[src/rtl/led_ctrl.sv]
// Multi-channel LED driver: per-channel off/on/blink/PWM modes configured via a
// single-cycle write port, with a shared ms-tick prescaler and 8-bit PWM counter.
module led_ctrl #(
    parameter int unsigned NUM_CH     = 4,
    parameter int unsigned TICK_DIV   = 50000,
    parameter int unsigned PERIOD_W   = 16,
    parameter bit          ACTIVE_LOW = 1'b0,
    localparam int unsigned CH_W      = (NUM_CH > 1) ? $clog2(NUM_CH) : 1
) (
    input  logic                clk,
    input  logic                rst_n,
    input  logic                wr_en,
    input  logic [CH_W-1:0]     wr_ch,
    input  logic [1:0]          wr_mode,
    input  logic [PERIOD_W-1:0] wr_arg,
    output logic                tick,
    output logic [NUM_CH-1:0]   led
);

    localparam int unsigned PRE_W = $clog2(TICK_DIV);
    localparam int unsigned PWM_W = 8;

    typedef enum logic [1:0] {
        MODE_OFF   = 2'b00,
        MODE_ON    = 2'b01,
        MODE_BLINK = 2'b10,
        MODE_PWM   = 2'b11
    } mode_e;

    logic [PRE_W-1:0]    presc_q, presc_d;
    logic                tick_q, tick_d;
    logic [PWM_W-1:0]    pwm_cnt_q, pwm_cnt_d;
    logic [NUM_CH-1:0]   led_q, led_d;
    logic [NUM_CH-1:0]   level_c;
    logic                wr_ok_c;

    mode_e               mode_q  [NUM_CH];
    mode_e               mode_d  [NUM_CH];
    logic [PERIOD_W-1:0] arg_q   [NUM_CH];
    logic [PERIOD_W-1:0] arg_d   [NUM_CH];
    logic [PERIOD_W-1:0] cnt_q   [NUM_CH];
    logic [PERIOD_W-1:0] cnt_d   [NUM_CH];
    logic                phase_q [NUM_CH];
    logic                phase_d [NUM_CH];

    assign tick = tick_q;
    assign led  = led_q;

    // Shared timebase: prescaler wrap produces a one-cycle registered tick.
    always_comb begin
        presc_d   = presc_q + PRE_W'(1);
        tick_d    = 1'b0;
        pwm_cnt_d = pwm_cnt_q + PWM_W'(1);
        if (presc_q == PRE_W'(TICK_DIV - 1)) begin
            presc_d = '0;
            tick_d  = 1'b1;
        end
    end

    assign wr_ok_c = wr_en && (32'(wr_ch) < NUM_CH);

    // Per-channel next state; a write on the same edge as a tick overrides it.
    always_comb begin
        for (int unsigned i = 0; i < NUM_CH; i++) begin
            mode_d[i]  = mode_q[i];
            arg_d[i]   = arg_q[i];
            cnt_d[i]   = '0;
            phase_d[i] = 1'b0;
            if (mode_q[i] == MODE_BLINK) begin
                cnt_d[i]   = cnt_q[i];
                phase_d[i] = phase_q[i];
                if (tick_q) begin
                    // arg of 0 behaves as a half-period of 1, so the wrap value is 0
                    if (cnt_q[i] == ((arg_q[i] == '0) ? '0 : arg_q[i] - PERIOD_W'(1))) begin
                        cnt_d[i]   = '0;
                        phase_d[i] = ~phase_q[i];
                    end else begin
                        cnt_d[i] = cnt_q[i] + PERIOD_W'(1);
                    end
                end
            end
            if (wr_ok_c && (wr_ch == CH_W'(i))) begin
                mode_d[i]  = mode_e'(wr_mode);
                arg_d[i]   = wr_arg;
                cnt_d[i]   = '0;
                phase_d[i] = 1'b0;
            end
        end
    end

    // Channel level from current state; the pin register adds one edge of latency.
    always_comb begin
        level_c = '0;
        for (int unsigned i = 0; i < NUM_CH; i++) begin
            case (mode_q[i])
                MODE_OFF:   level_c[i] = 1'b0;
                MODE_ON:    level_c[i] = 1'b1;
                MODE_BLINK: level_c[i] = phase_q[i];
                MODE_PWM:   level_c[i] = (pwm_cnt_q < arg_q[i][PWM_W-1:0]);
                default:    level_c[i] = 1'b0;
            endcase
        end
        led_d = level_c ^ {NUM_CH{ACTIVE_LOW}};
    end

    always_ff @(posedge clk) begin
        if (!rst_n) begin
            presc_q   <= '0;
            tick_q    <= 1'b0;
            pwm_cnt_q <= '0;
            led_q     <= {NUM_CH{ACTIVE_LOW}};
            for (int unsigned i = 0; i < NUM_CH; i++) begin
                mode_q[i]  <= MODE_OFF;
                arg_q[i]   <= '0;
                cnt_q[i]   <= '0;
                phase_q[i] <= 1'b0;
            end
        end else begin
            presc_q   <= presc_d;
            tick_q    <= tick_d;
            pwm_cnt_q <= pwm_cnt_d;
            led_q     <= led_d;
            for (int unsigned i = 0; i < NUM_CH; i++) begin
                mode_q[i]  <= mode_d[i];
                arg_q[i]   <= arg_d[i];
                cnt_q[i]   <= cnt_d[i];
                phase_q[i] <= phase_d[i];
            end
        end
    end

endmodule

[config.mk]
export PLATFORM = sky130hd
export DESIGN_NAME = led_ctrl
export DESIGN_NICKNAME = d
export VERILOG_FILES = /design/src/rtl/led_ctrl.sv
export SDC_FILE = /design/constraint.sdc
export NUM_CORES = 1
export LEC_CHECK = 0
export ABC_AREA = 1
export BUFFER_PORTS_ARGS = -buffer_cell sky130_fd_sc_hd__buf_2
export CAP_MARGIN = 0
export CORE_AREA = 2 2 181 183
export CTS_BUF_LIST = sky130_fd_sc_hd__clkbuf_8 sky130_fd_sc_hd__clkbuf_16
export DETAILED_ROUTE_END_ITERATION = 8
export DIE_AREA = 0 0 183 185
export PLACE_DENSITY = 0.52
export SYNTH_ARGS = -nofsm -noshare
export SYNTH_HDL_FRONTEND = slang
export SYNTH_SLANG_ARGS = --single-unit
[constraint.sdc]
create_clock -name clk -period 2.6 [get_ports clk]
set_input_delay 0.52 -clock clk [delete_from_list [all_inputs] [get_ports clk]]
set_output_delay 0.52 -clock clk [all_outputs]
set_load 0.05 [all_outputs]
## Word-level counts from Yosys, hierarchy flattened

Memory sizes are Yosys's and may differ from the RTL's.
Index checks and enable logic that the tools add are counted.

- Bits in registers: 29
- Bits in latches: 0
- RAM bits: 140
- Bits in read-only memories: 0
- Input bits: 23
- Output and inout bits: 5
- Logic and storage cells: 144
- Memories: 4

Memory list:

| memory | depth | width | read ports | clocked after Yosys merged registers in | write ports | line | RTL |
|---|---|---|---|---|---|---|---|
| arg_q | 4 | 16 | 4 | 0 | 4 | 39 | `logic [PERIOD_W-1:0] arg_q [NUM_CH];` |
| cnt_q | 4 | 16 | 4 | 0 | 4 | 41 | `logic [PERIOD_W-1:0] cnt_q [NUM_CH];` |
| mode_q | 4 | 2 | 4 | 0 | 4 | 37 | `mode_e mode_q [NUM_CH];` |
| phase_q | 4 | 1 | 4 | 0 | 4 | 43 | `logic phase_q [NUM_CH];` |

- Add/sub/neg operators: 10
- Multipliers: 0
- Divide/modulo/power cells: 0
- $lt $le $gt $ge: 4
- Equality and inequality tests: 20
- Shifts and indexed selects: 0
- Mux-type cells: 67
- Bitwise operators: 21
- Reduce and logical (&&, ||, !) cells: 14

Operators with widths:

| cell | number |
|---|---|
| $mux 16 | 32 |
| $add 16x1->16 const B | 5 |
| $eq 16x16->1 | 4 |
| $logic_not 16->1 | 4 |
| $sub 16x1->16 const B | 4 |
| $lt 8x8->1 | 4 |
| $mux 1 | 23 |
| $eq 2x2->1 const B | 10 |
| $eq 16x16->1 const B | 1 |
| $mux 2 | 8 |
| $or 1x1->1 | 16 |
| $pmux 1 s4 | 4 |
| $eq 2x1->1 const B | 5 |
| $logic_not 2->1 | 5 |
| $add 8x1->8 const B | 1 |
| $not 1->1 | 5 |
| $logic_and 1x1->1 | 4 |
| $reduce_or 2->1 | 1 |

## Longest topological paths before layout

Gate-level depths: netlist (run 1).

- Depth in word-level cells: 8
- Mapped depth: 17

## Worst setup path before layout (run 1)

Ideal clock, no wire load.

- Path kind: register to register
- Start: memory arg_q[2][0]
- End: memory cnt_q[2][11]
- Setup time: 0.137 ns
- Arrival time: 1.991 ns
- Data required time: 2.463 ns
- Slack: 0.472 ns
- Cell stages (with the launch flop): 16
- Path buffers: 2
- Cell sequence: dfxtp_1 > clkinv_1 > ha_1 > nand2_2 > nor2_4 > nand2_4 > buf_4 > nand3_1 > nand2_1 > nand2_1 > nor2_2 > nand3_1 > nor2_2 > and2_4 > buf_8 > nor3_2

RTL lines:

| element | line |
|---|---|
| start: declaration | 39 |
| end: declaration | 41 |

==> reports/metrics.cfg, run 1 <==
[outcome]
status=completed

[timing]
slew_violations=0
hold_viol_final=0
holdWs_ns=0.4347
slew_headroom_pct=59.91
fmax_ghz=0.4267
fin_crit_ns=2.344
rsz0062_at_grt=no
setup_violations=0
finalClockSkew_ns=0.01467
tns_ns=0
worstMarginPinSlew_ns=0.6007
fin_crit_sh_pct=90.14

[logic_synthesis]
avgSynthCellArea_um2=6.418
synth_ff_type=dfxtp_1
synth_area_mm2=0.01097
yosys_register_bits=169
synth_edf_count=0
synth.distinct_cells=43
synth-async-reset-ratio_pct=0
yosys_warnings=0
seq_area_frac_synth_pct=30.85
synth.net_count=1770
postSynthCellCount=1709

[routing]
drc=0
firstDrtPassIters=5
drtAntennaViolNets=0
dr_total_vias=10710
wl_met3_um=1003
wl_met2_um=14870
highest_layer=met4
first_iter_violations=760
viasPerCell=4.978
wirelength_um=31010
routedLengthMet1_um=14570
post_drt_wl_per_cell_um=14.41

[clock_tree]
cts_tree=yes
clock_latency_ns=0.45
cts.clk_slew.worst_paths_ns=0.08
h-tree-depth=4
clockBufferDepth=2
clock_sinks=169
cts-root-buf=clkbuf_16
cts_buffers=17
cts_hold_buf=0

[grt]
grt_pass1_wl_um=51070
grt_usage_pct=18.93
grt_pass1_vias=10110
grt_max_degree=37
antenna_found_initial=0
grt_overflow=0

[setup_path]
slowest_stage=dfxtp_1
worstPathRequired_ns=2.91
path_class=register to register
critPathLaunchType=register
max_stage_delay_ns=0.32
startpoint=arg_q[2][1]
crit_chain=inv_1 > ha_1 > nand2_2 > nor2_4 > nand2_8 > nand3_1 > nand2_1 > nand2_1 > nand2_1 > nor2_1 > nand2_1 > nor2_2 > and2_4 > nor3_1
crit_path_end_kind=register
timing.rr.start=arg_q[2][1]
crit_family=simple AND/OR/NAND/NOR gates
critPathBufInv=1
critPathMaxFanout=35
crit_top_cell=nand2_1
worstPathArrival_ns=2.65

[worst_hold_path]
hold_path.class=input port to register
min_from=wr_mode[1]

[power_and_ir_drop]
clockPowerShare_pct=38.3
seqPwrFrac_pct=38.7
power_w=0.007023
irDropWorstVdd_uv=462.6
powerDensity_mw_per_mm2=578.3
p_leak_nw=5.056
power_frac_comb_pct=23.0
intPower_w=0.004698
p_sw_share_pct=33.11
p_sw_w=0.002325

[final_layout]
final_core_util_pct=37.91
diodes=0
syn2layout_area_growth_pct=10.73
drive_gt1_share_pct=9.002
nets=1793
final_area_mm2=0.01215

[floorplanning]
die-area_mm2=0.03386
die_h_um=185
die-width_um=183
start_util_pct=34.23
ios=28
num_rows=66
core_mm2=0.03204

[place]
port_buffers=27
placed_cell_area_mm2=0.01151
dp_hpwl_um=23310
place_congestion=0.8618

[flow_run]
max-cap-violations=0

-- final timing paths --
path                   to  cells after the start  slack (ns)
min          mode_q[0][1]                      3        0.43
max reg2reg   cnt_q[2][3]                     14        0.26
max           cnt_q[2][3]                     14        0.26
min reg2reg    presc_q[0]                      1        0.46
-- registers in the layout, summed over array words and instances (netlist names) --
register   count
cnt_q         64
mode_q         8
tick           1
presc_q       16
pwm_cnt_q      8
arg_q         64
phase_q        4
led            4
-- kinds of logic (layout without fill, tap and decap cells) --
logic type / after synthesis / in the layout / share of synthesized area, %
AO/OA/AOI/OAI: 251 / 251 / 11.82
XOR/XNOR: 41 / 41 / 3.274
adder cells (fa/ha/maj): 38 / 38 / 4.335
buffers and inverters: 263 / 298 / 9.925
flip-flops: 169 / 169 / 30.85
AND/OR/NAND/NOR: 947 / 947 / 39.80
-- power groups by stage --
stage                     sequential [W]  clock (W)  combinational (W)
after floorplan                  0.00277          0            0.00128
after global placement           0.00278          0            0.00157
after detailed placement         0.00278          0            0.00159
after CTS                        0.00272    0.00275            0.00160
after global routing             0.00273    0.00286            0.00188
final                            0.00272    0.00269            0.00161
-- what timing repair did --
item                       CTS  global route
setup endpoints to repair    0            50
gates resized for setup      0             5
buffers inserted             0             2
-- layout by cell type, fill, tap and decap left out, types with 4 or more instances in the layout --
cell / netlist / final
a21oi_1: 110 / 110
a31oi_1: 4 / 4
and3_1: 4 / 4
buf_2: 3 / 27
buf_4: 5 / 21
clkbuf_16: 0 / 17
dfxtp_1: 169 / 169
ha_1: 38 / 37
inv_1: 212 / 212
nand2_1: 416 / 415
nand2_2: 6 / 6
nand3_1: 159 / 159
nand4_1: 62 / 62
nor2_1: 186 / 186
nor2_2: 24 / 24
nor2_4: 9 / 9
nor3_1: 37 / 37
nor3_2: 16 / 16
nor3b_2: 6 / 6
nor4_1: 5 / 5
o211ai_1: 5 / 5
o21a_1: 5 / 5
o21ai_0: 123 / 123
xor2_1: 40 / 40
-- stage by stage --
stage / worst slack (ns) / instances
global placement: 0.2105 / 2119
floorplan: 0.4717 / 1709
global route: 0.008326 / 2152
CTS: 0.1348 / 2150
detailed placement: 0.1485 / 2119
finish: 0.2563 / 2152
-- per-layer routing --
layer	track usage, %	up-vias
li1	-	5639
met4	5.408	0
met3	2.792	33
met1	24.23	4878
met5	0	-
met2	33.06	163
-- tightest hold or removal path: stages --
cell and delay (ns):
buf_2 0.13, o21ai_0 0.09, a21oi_1 0.11
-- area by class of cell --
cell class                      instances  area [um2]
Clock buffer                           17       425.4
Fill cell                            3460       19900
Tap cell                              408       510.5
Timing Repair Buffer                   49       312.8
Sequential cell                       169        3383
Inverter                              218       818.3
Clock inverter                         14       171.4
Multi-Input combinational cell       1277        6524
-- cells in the mapped netlist, types with 16 or more instances --
library cell	count	area share [%]
a21oi_1	110	5.0
o21ai_0	123	5.6
nor3_2	16	1.5
xor2_1	40	3.2
dfxtp_1	169	31
nor3_1	37	1.7
nor2_1	186	6.4
clkbuf_1	26	0.89
ha_1	38	4.3
nor2_2	24	1.4
nand2_1	416	14
inv_1	212	7.3
nand3_1	159	7.3
nand4_1	62	3.5
(Power assumes the default switching activity.)
==> run 2, diff against run 1 <==
- REMOVE_ABC_BUFFERS: not set -> 1
==> reports/metrics.cfg, run 2 (synthesized netlist as in run 1, its figures left out) <==
[outcome]
status=completed

[floorplanning]
start_util_pct=34.23
die_h_um=185
die-width_um=183
ios=28
core_mm2=0.03204
die-area_mm2=0.03386
num_rows=66

[setup_path]
crit_chain=inv_1 > ha_2 > nand3_4 > nor2_1 > nand3_1 > nand4_1 > nand2_1 > nor2_1 > nand2_1 > nor2_4 > nand2_2 > nor3b_2
crit_path_end_kind=register
worstPathRequired_ns=2.93
max_stage_delay_ns=0.30
slowest_stage=dfxtp_1
reg2reg_depth=12
worstPathArrival_ns=2.63
path_class=register to register
critPathMaxFanout=11
critPathLaunchType=register

[place]
post-place-cells=2117
place_congestion=0.8309
place_ws_ns=0.1062
placed_cell_area_mm2=0.01150
port_buffers=27
dp_hpwl_um=22830

[final_layout]
fillers=3439
nets=1789
diodes=0
drive_gt1_share_pct=8.903
multi_input_area_mm2=0.006535
final_area_mm2=0.01212
layout_common_cells=nand2_1, inv_1, nor2_1
top_regs=arg_q (64), cnt_q (64), presc_q (16)
fin_cells=2149
syn2layout_area_growth_pct=10.53
final_common_cell=nand2_1
layout.area.seq_mm2=0.003383

[clock_tree]
cts.clk_slew.worst_paths_ns=0.08
cts-root-buf=clkbuf_16
clock_latency_ns=0.44
h-tree-depth=4
cts_hold_buf=0
cts_buffers=17
clockBufferDepth=2
cts_tree=yes
clock_sinks=169

[timing]
fmax_ghz=0.4346
fin_crit_sh_pct=88.49
slew_violations=0
finalClockSkew_ns=0.01805
slew_headroom_pct=59.82
tns_ns=0
rsz0062_at_grt=yes
hold_viol_final=0
worstMarginPinSlew_ns=0.6021
setup_violations=0
fin_ws_ns=0.2992
fin_crit_ns=2.301

[grt]
grt_pass1_wl_um=49050
grt_pass1_vias=9575
grt_usage_pct=18.21
grt_max_degree=41
grt_overflow=0
antenna_found_initial=0

[power_and_ir_drop]
p_leak_nw=5.030
irDropWorstVdd_uv=509.0
power_w=0.006935
powerDensity_mw_per_mm2=572.0

[flow_run]
max-cap-violations=0

[routing]
post_drt_wl_per_cell_um=13.95
viasPerCell=4.906
drc=0
first_iter_violations=582
dr_total_vias=10540
drtAntennaViolNets=0
firstDrtPassIters=7
wirelength_um=29980

[worst_hold_path]
hold_depth=3
hold_path.class=input port to register

==> run 2: cell types whose count changed in the layout (fill, tap and decap cells not counted), sizes merged <==
cell and change:
buf -4, bufinv -2, clkbuf +2, clkinv -3
clkinvlp -1, inv +5
==> run 2: repair_timing <==
item / in CTS / in global routing
endpoints found under the setup margin: 0 / 35
gates resized for setup: 0 / 7
setup buffers: 0 / 0
==> run 2: worst paths after layout <==
| kind | startpoint | end | slack, ns |
|---|---|---|---|
| max | arg_q[3][0] | cnt_q[3][10] | 0.30 |
| min | wr_mode[0] | mode_q[2][0] | 0.43 |
| max reg2reg | arg_q[3][0] | cnt_q[3][10] | 0.30 |
| min reg2reg | presc_q[0] | presc_q[0] | 0.45 |
==> run 2: stage by stage <==
| stage | util, % | hold slack, ns |
|---|---|---|
| after detailed placement | 35.90 | 0.4392 |
| after global placement | 35.90 | 0.4294 |
| after floorplan | - | 0.4175 |
| after CTS | 37.71 | 0.4198 |
| final | 37.84 | 0.4278 |
| after global routing | 37.84 | 0.4105 |
==> run 2: worst max-delay path: cells and delay by family, from the launching register on <==
family | cells | cell delay (ns)
adders and majority gates | 1 | 0.25
buffers and inverters | 1 | 0.16
DFF | 1 | 0.30
and+or+nand+nor | 10 | 1.47
==> run 2: cell type report <==
cell class / count / share of cell area (%)
Tap cell: 408 / 4.211
Clock inverter: 13 / 1.053
Multi-Input combinational cell: 1277 / 53.91
Clock buffer: 19 / 3.736
Inverter: 218 / 6.750
Sequential cell: 169 / 27.91
Timing Repair Buffer: 45 / 2.436
==> run 2: routing by layer <==
| metal | GRT usage, % | vias to the layer above | wire, um |
|---|---|---|---|
| li1 | - | 5632 | - |
| met1 | 25.02 | 4723 | 14950 |
| met2 | 28.76 | 153 | 13150 |
| met3 | 3.008 | 35 | 1082 |
| met4 | 6.560 | 0 | 795 |
| met5 | 0 | - | 0 |
==> run 2: power breakdown <==
part           switching [W]  internal [W]  leakage, nW
Clock                0.00120       0.00140        0.284
Combinational        0.00109      0.000533         3.37
Sequential         0.0000609       0.00266         1.37
Total                0.00235       0.00459         5.03
==> run 3, diff against run 2 <==
- ABC_CLOCK_PERIOD_IN_PS: not set -> 2600
- BUFFER_PORTS_ARGS: -buffer_cell sky130_fd_sc_hd__buf_2 -> -buffer_cell sky130_fd_sc_hd__buf_4
- CORE_AREA: 2 2 181 183 -> 2 2 139 141
- DIE_AREA: 0 0 183 185 -> 0 0 141 143
- PLACE_DENSITY: 0.52 -> 0.79
==> reports/metrics.cfg, run 3 (synthesized netlist as in run 1, its figures left out) <==
[final_layout]
syn2layout_area_growth_pct=9.343
top_regs=arg_q (64), cnt_q (64), presc_q (16)
layout_common_cells=nand2_1, inv_1, nor2_1
nets=1788
final_core_util_pct=64.55
drive_gt1_share_pct=8.736
final_common_cell=nand2_1

[routing]
viasPerCell=5.546
routedLengthMet1_um=12830
dr_total_vias=10950
firstDrtPassIters=6
wl_met2_um=12740
first_iter_violations=951
post_drt_wl_per_cell_um=14.27
highest_layer=met4
drc=0
wirelength_um=28190
drtAntennaViolNets=0
wl_met3_um=1848

[timing]
hold_viol_final=0
rsz0062_at_grt=no
finalClockSkew_ns=0.009186
slew_violations=0
slew_headroom_pct=61.41
fin_ws_ns=0.2295
holdWs_ns=0.4045
setup_violations=0
fin_crit_ns=2.370
tns_ns=0
worstMarginPinSlew_ns=0.5782
fin_crit_sh_pct=91.17
fmax_ghz=0.4219

[outcome]
status=completed

[setup_path]
critPathLaunchType=register
rr_endpoint=phase_q[0]
endpoint=phase_q[0]
path_class=register to register
reg2reg_slack_ns=0.23
startpoint=arg_q[0][0]
timing.rr.start=arg_q[0][0]
critPathMaxFanout=15
worstPathRequired_ns=2.99
crit_path_end_kind=register
worstPathArrival_ns=2.76
reg2reg_depth=16

[power_and_ir_drop]
irDropWorstVdd_uv=532.1
power_w=0.007048
powerDensity_mw_per_mm2=587.7
p_leak_nw=5.054

[grt]
antenna_found_initial=0
grt_pass1_wl_um=46020
grt_max_degree=62
grt_overflow=0
grt_usage_pct=28.31
grt_pass1_vias=9575

[floorplanning]
die_h_um=143
die-width_um=141
die-area_mm2=0.02016
ios=28
start_util_pct=59.03
core_mm2=0.01858
num_rows=50

[clock_tree]
cts_buffers=17
clock_latency_ns=0.44
cts.clk_slew.worst_paths_ns=0.07
cts_tree=yes
clock_sinks=169
clockBufferDepth=2
cts-root-buf=clkbuf_16
cts_hold_buf=0
h-tree-depth=4

[place]
port_buffers=27
place_congestion=0.9043
dp_hpwl_um=20930
place_ws_ns=0.1123

[flow_run]
max-cap-violations=0

[worst_hold_path]
hold_depth=3
hold_path.class=input port to register

==> run 3: cell types whose count changed in the layout (fill, tap and decap cells not counted), moves of 2 or more <==
cell,before,now
buf_4,16,42
clkinv_4,0,3
buf_2,27,0
inv_6,7,2
clkinvlp_4,2,4
bufinv_16,1,3
==> run 3: layout make-up <==
cell class              count  area, um2
diodes                      1      2.502
inverters                 218      818.3
well taps                 234      292.8
clock buffers              19      452.9
multi-input cells        1278       6539
flip-flops and latches    169       3383
fillers                  1749       6588
repair buffers             43      335.3
clock inverters            13      168.9
==> run 3: timing repair <==
action	CTS	global route
resized for setup	0	6
endpoints found under the setup margin	0	49
setup buffers	0	2
==> run 3: report_power, final <==
group	total [W]	switching, W	internal (W)
clock	0.00271	0.00114	0.00157
combinational	0.00161	0.00108	0.000537
sequential	0.00272	0.0000666	0.00266
==> run 3: metrics by stage <==
step	std cells	cell area, um2
after floorplan	1664	10700
after global placement	1939	11310
after detailed placement	1939	11310
after CTS	1971	11930
after global routing	1974	11990
final	1975	11990
==> run 3: worst min-delay path by stage <==
stage	end	from	slack [ns]
after global routing	mode_q[2][0]	wr_mode[0]	0.39
after CTS	mode_q[2][0]	wr_mode[0]	0.38
after floorplan	presc_q[0]	presc_q[0]	0.42
after global placement	presc_q[0]	presc_q[0]	0.43
after detailed placement	presc_q[0]	presc_q[0]	0.45
final	mode_q[2][0]	wr_mode[0]	0.40
==> run 3: critical path, stage by stage, from the launching register on <==
cell and delay [ns]:
dfxtp_1 0.30, inv_1 0.16, ha_1 0.25, nand2_2 0.12
nor2_1 0.30, nand2_1 0.10, nand2_1 0.10, nand3_1 0.07
nand2_1 0.07, nand2_1 0.04, nor2_1 0.09, nand2_1 0.07
inv_1 0.05, nand2_1 0.08, nor2_4 0.33, nor2_1 0.08
nor2_1 0.10
==> run 3: metal layers <==
layer / vias to the layer above / GRT usage, %
met1: 4964 / 38.80
met3: 51 / 4.494
met2: 311 / 45.29
li1: 5628 / -
met4: 0 / 10.37
met5: - / 0
